$ cat config.mk
export PLATFORM = sky130hd
export DESIGN_NAME = clk_div_multi
export DESIGN_NICKNAME = d
export VERILOG_FILES = /design/src/rtl/clk_div_multi.sv
export SDC_FILE = /design/constraint.sdc
export NUM_CORES = 1
export LEC_CHECK = 0
export ABC_AREA = 1
export BUFFER_PORTS_ARGS = -buffer_cell sky130_fd_sc_hd__buf_2
export CORE_UTILIZATION = 38
export DETAILED_ROUTE_END_ITERATION = 7
export PLACE_DENSITY = 0.6
export SLEW_MARGIN = 10
export SYNTH_ARGS = -nofsm -noshare
export SYNTH_HDL_FRONTEND = slang
export SYNTH_SLANG_ARGS = --single-unit
$ cat constraint.sdc
create_clock -name clk -period 2.5 [get_ports clk]
set_input_delay 0.125 -clock clk [delete_from_list [all_inputs] [get_ports clk]]
set_output_delay 0.125 -clock clk [all_outputs]
set_load 0.02 [all_outputs]
$ cat src/rtl/clk_div_multi.sv
// Multi-channel programmable clock divider with registered rise/fall strobes.
// Optional coincident-phase pulse on aligned_stb when CLKDIV_ALIGN_STB_EN is defined.
module clk_div_multi #(
  parameter int unsigned NUM_CH = 2,
  parameter int unsigned CNT_W  = 4
) (
  input  logic                    clk,
  input  logic                    reset,
  input  logic                    run,
  input  logic                    resync,
  input  logic [NUM_CH*CNT_W-1:0] div_i,
  input  logic [NUM_CH*CNT_W-1:0] high_i,
  output logic [NUM_CH-1:0]       clk_out,
  output logic [NUM_CH-1:0]       rise_stb,
  output logic [NUM_CH-1:0]       fall_stb,
  output logic                    aligned_stb
);

  logic [CNT_W-1:0] cnt_q [NUM_CH];
  logic [CNT_W-1:0] ps_q  [NUM_CH];
  logic [CNT_W-1:0] hs_q  [NUM_CH];
  logic [CNT_W-1:0] p_ld  [NUM_CH];
  logic [CNT_W-1:0] h_ld  [NUM_CH];
  logic [CNT_W-1:0] cnt_d [NUM_CH];
  logic [NUM_CH-1:0] wrap;
  logic [NUM_CH-1:0] cnt_zero;
  logic              restart;

  assign restart = !reset || resync;

  // Clamped shadow load values and per-channel counter next-state
  always_comb begin
    for (int unsigned c = 0; c < NUM_CH; c++) begin
      p_ld[c] = div_i[c*CNT_W +: CNT_W];
      if (p_ld[c] < CNT_W'(2)) p_ld[c] = CNT_W'(2);
      h_ld[c] = high_i[c*CNT_W +: CNT_W];
      if (h_ld[c] == '0) begin
        h_ld[c] = CNT_W'(1);
      end else if (h_ld[c] > p_ld[c] - CNT_W'(1)) begin
        h_ld[c] = p_ld[c] - CNT_W'(1);
      end
      wrap[c]     = (cnt_q[c] == ps_q[c] - CNT_W'(1));
      cnt_zero[c] = (cnt_q[c] == '0);
      cnt_d[c]    = wrap[c] ? '0 : cnt_q[c] + CNT_W'(1);
    end
  end

  // Shadows only reload on restart or at the wrap edge, so periods never get cut short
  always_ff @(posedge clk) begin
    if (restart) begin
      clk_out  <= '0;
      rise_stb <= '0;
      fall_stb <= '0;
      for (int unsigned c = 0; c < NUM_CH; c++) begin
        cnt_q[c] <= '0;
        ps_q[c]  <= p_ld[c];
        hs_q[c]  <= h_ld[c];
      end
    end else if (run) begin
      for (int unsigned c = 0; c < NUM_CH; c++) begin
        clk_out[c]  <= (cnt_q[c] < hs_q[c]);
        rise_stb[c] <= cnt_zero[c];
        fall_stb[c] <= (cnt_q[c] == hs_q[c]);
        cnt_q[c]    <= cnt_d[c];
        if (wrap[c]) begin
          ps_q[c] <= p_ld[c];
          hs_q[c] <= h_ld[c];
        end
      end
    end else begin
      rise_stb <= '0;
      fall_stb <= '0;
    end
  end

`ifdef CLKDIV_ALIGN_STB_EN
  // All channels at phase 0 on a running edge
  always_ff @(posedge clk) begin
    if (restart) begin
      aligned_stb <= 1'b0;
    end else begin
      aligned_stb <= run && (&cnt_zero);
    end
  end
`else
  assign aligned_stb = 1'b0;
`endif

endmodule

== After elaboration in Yosys (flattened, before gate mapping) ==
Memory sizes are Yosys's and may differ from the RTL's.
Index checks and enable logic that the tools add are counted.

* Bits in registers: 6
* Bits in writable memories: 24
* Bits of input ports: 20
* Output and inout bits: 7
* Logic and storage cells: 63
* Memories kept: 3

{| class="wikitable"
|+ Memories
! name !! depth !! bits a word !! rd ports !! clocked after Yosys merged registers in !! wr ports !! RTL line !! text
|-
| cnt_q || 2 || 4 || 2 || 0 || 2 || 19 || <nowiki>logic [CNT_W-1:0] cnt_q [NUM_CH];</nowiki>
|-
| hs_q || 2 || 4 || 2 || 0 || 2 || 21 || <nowiki>logic [CNT_W-1:0] hs_q [NUM_CH];</nowiki>
|-
| ps_q || 2 || 4 || 2 || 0 || 2 || 20 || <nowiki>logic [CNT_W-1:0] ps_q [NUM_CH];</nowiki>
|}

* Add/subtract/negate cells: 6
* $lt $le $gt $ge: 6
* Eq/ne operators: 4
* Multiplexer cells: 27
* Bitwise operators: 7
* Reductions and logical operators: 7

{| class="wikitable"
|+ Operator list
! cell !! number
|-
| $mux 4 || 14
|-
| $eq 4x4->1 || 4
|-
| $logic_not 4->1 || 4
|-
| $sub 4x1->4 const B || 4
|-
| $mux 1 || 13
|-
| $add 4x1->4 const B || 2
|-
| $gt 4x4->1 || 2
|-
| $lt 4x2->1 const B || 2
|-
| $lt 4x4->1 || 2
|-
| $or 1x1->1 || 6
|-
| $reduce_or 2->1 || 1
|-
| $logic_not 1->1 || 1
|-
| $logic_or 1x1->1 || 1
|-
| $not 1->1 || 1
|}

== Depth between registers and ports, before layout ==
An unclocked memory read counts as a cell.

* Word-level depth: 8
* Depth in mapped cells: 13
* Depth with buffers taken out: 13

== Worst setup path before layout ==
OpenSTA, ideal clock, no wires.

* Kind: input-to-reg
* From: input port div_i[6]
* To: memory hs_q[1][1], in the netlist hs_q[0][5], data pin
* Setup time: 255 ps
* Arrival: 1,613 ps
* Required time: 2,245 ps
* Slack: 631 ps
* Stages on the path: 11
* Path buffers: 0
* Path through: or2_1 o21ai_2 ha_1 xnor2_1 ha_1 nand2_1 clkinv_1 o21ai_1 nand2_1 a21oi_1 nor2_1

{| class="wikitable"
|+ RTL lines
! item !! RTL line !! text
|-
| start, declared || 11 || <nowiki>input logic [NUM_CH*CNT_W-1:0] div_i,</nowiki>
|-
| end, declared || 21 ||
|}

==> results.py <==
metrics = {
    "run_status": {
        "status": "finished, final reports clean",
    },
    "power_and_ir_drop": {
        "ir_worst_vdd_uv": 185,
        "p_leak_nw": 1.16,
        "power_mw": 1.28,
        "power_frac_comb_pct": 22.3,
        "clkPwrFrac_pct": 29.4,
        "seqPwrFrac_pct": 48.3,
        "p_per_area_mw_per_mm2": 562,
        "swShare_pct": 29.9,
        "switchingPower_mw": 0.383,
        "intPower_mw": 0.899,
    },
    "global_route": {
        "grt_busiest_layer": "met2",
        "grt_pass1_wl_um": 6110,
        "grt_pass1_vias": 1376,
        "track_usage_pct": 14.9,
        "met3_usage_pct": 4.42,
        "gr-usage-met1_pct": 19.6,
        "antenna_found_initial": 0,
        "overflow": 0,
        "grtUsageMet2_pct": 22.3,
        "grt_start_max_net_pins": 10,
    },
    "floorplan": {
        "num_io_pins": 27,
        "core_mm2": 0.00511,
        "die_y_um": 74.7,
        "die_w_um": 74.7,
        "floorplan.initialDensity_pct": 39.3,
        "row_count": 26,
        "dieArea_mm2": 0.00558,
    },
    "sta": {
        "hold_ws_ns": 0.0405,
        "tns_ns": 0,
        "finalSetupViolCount": 0,
        "worst_slack_ns": 0.570,
        "clock_skew_ns": 0.00736,
        "fin_crit_ns": 1.93,
        "hold_viol_final": 0,
        "fmax_ghz": 0.518,
        "post-route-period-util_pct": 77.2,
        "rsz0062_at_grt": "no",
        "slew_violations": 0,
    },
    "clocking": {
        "cts.path.max_buffers": 2,
        "cts_resized": 0,
        "clkTransAtPathRegs_ns": 0.06,
        "ctsHoldBuffers": 0,
        "clock-sinks": 30,
        "htree_levels": 2,
        "clk_latency_ns": 0.29,
        "cts_made_buffers": 5,
        "cts_tree": "built",
        "root_buffer": "clkbuf_8",
        "cts_setup_buffers": 0,
    },
    "place": {
        "place_area_mm2": 0.00220,
        "hpwl_um": 2760,
        "post-place-ws_ns": 0.287,
        "gp_congestion": 0.787,
        "port_buffers": 25,
    },
    "yosys": {
        "synth_edf_count": 24,
        "synthCells": 246,
        "ys_types": 26,
        "synth-main-ff-cell": "edfxtp_1",
        "synth-async-reset-ratio_pct": 0,
        "avgSynthCellArea_um2": 8.17,
        "yosysSeqAreaShare_pct": 41.8,
        "netlist_area_mm2": 0.00201,
        "synth_seq_cells": 30,
        "synth_nets": 290,
        "yosysWarnings": 0,
    },
    "setup_path": {
        "worstPathArrival_ns": 1.97,
        "cp-start-kind": "input pin",
        "cp-end-kind": "flop",
        "critical_path_class": "in -> reg",
        "cp_max_fo": 8,
        "rrSetupSlack_ns": 0.71,
        "critPathRequiredTime_ns": 2.54,
    },
    "route": {
        "drt-total-wl_um": 3530,
        "drc": 0,
        "drt_iter0_drc": 33,
        "post_drt_wl_per_cell_um": 10.3,
        "vias": 1557,
        "firstDrtPassIters": 6,
        "ant_nets": 0,
        "routed_via_density": 4.53,
    },
    "final_layout": {
        "layout_commonest_cell": "nand2_1",
        "design_area_mm2": 0.00228,
        "diodes": 0,
        "fillers": 516,
        "final_cell_mix": "nand2_1 (53), inv_1 (35), buf_2 (25), ha_1 (24), edfxtp_1 (24)",
        "syn2layout_area_growth_pct": 13.5,
        "drive_above_1_share_pct": 15.7,
        "num-nets-final": 317,
    },
    "min_path": {
        "hp-class": "in -> reg",
    },
    "flow_run": {
        "drv_cap": 0,
    },
}
## critical path, cell delays in order
cell and delay [ns]:
buf_2 0.12, or2_1 0.25, o21ai_2 0.21, ha_1 0.20, xnor2_1 0.15, ha_1 0.27, nand2_1 0.07, clkinv_1 0.07
o21ai_1 0.08, nand2_1 0.18, a21oi_1 0.18, nor2_1 0.07
## stage by stage
stage,cells,utilization (%)
after global routing,344,44.7
after floorplan,246,-
after CTS,344,44.7
after global placement,336,43.1
after detailed placement,336,43.1
final,344,44.7
## sequential cells by signal (all words and copies together), names as in the netlist
name	count
fall_stb	2
hs_q	8
ps_q	8
cnt_q	8
clk_out	2
rise_stb	2
## power groups by stage
stage / Combinational [mW] / Sequential [mW] / Clock (mW)
after floorplan: 0.214 / 0.629 / 0
after global placement: 0.282 / 0.630 / 0
after detailed placement: 0.289 / 0.631 / 0
after CTS: 0.290 / 0.620 / 0.388
after global routing: 0.340 / 0.625 / 0.414
final: 0.286 / 0.620 / 0.377
## metal layers
metal / vias to the layer above / share of wire [%]
li1: 841 / -
met1: 692 / 53
met2: 19 / 42
met3: 5 / 3.1
met4: 0 / 2.4
met5: - / 0
## final timing paths
kind              start         end  depth (start not counted)
min            div_i[3]  ps_q[0][3]                          1
max            div_i[6]  hs_q[0][5]                         12
max reg2reg  ps_q[0][0]  ps_q[0][1]                          9
min reg2reg  clk_out[0]  clk_out[0]                          2
## final cells by class
cell class / instances / area, um^2 / share of cell area, %
tap: 70 / 87.6 / 3.84
inverter: 45 / 169 / 7.41
clock buffer: 6 / 72.6 / 3.18
timing repair buffer: 25 / 125 / 5.49
sequential: 30 / 841 / 36.9
multi-input combinational: 166 / 977 / 42.8
clock inverter: 2 / 8.76 / 0.384
## cells by family (layout without fill, tap and decap cells)
family	Yosys count	in the layout	share of synthesized area, %
buf+inv	50	78	9.53
fa+ha+maj	24	24	14.9
simple gates	110	110	23.5
xor+xnor	10	10	4.36
other cells	1	1	0.187
compound gates	21	21	5.60
flops	30	30	41.8
## synth_stat cells (3+ instances only)
| master | instances | area, um^2 |
|---|---|---|
| xnor2_1 | 7 | 61.3 |
| ha_1 | 24 | 300 |
| nand2_1 | 53 | 199 |
| clkbuf_1 | 4 | 15.0 |
| edfxtp_1 | 24 | 721 |
| xor2_1 | 3 | 26.3 |
| inv_1 | 35 | 131 |
| o21ai_1 | 5 | 25.0 |
| a21oi_1 | 12 | 60.1 |
| dfxtp_1 | 6 | 120 |
| nand3_1 | 23 | 115 |
| inv_2 | 8 | 30.0 |
| nor2_1 | 23 | 86.3 |
No activity file was read; power rests on OpenSTA's default activity.
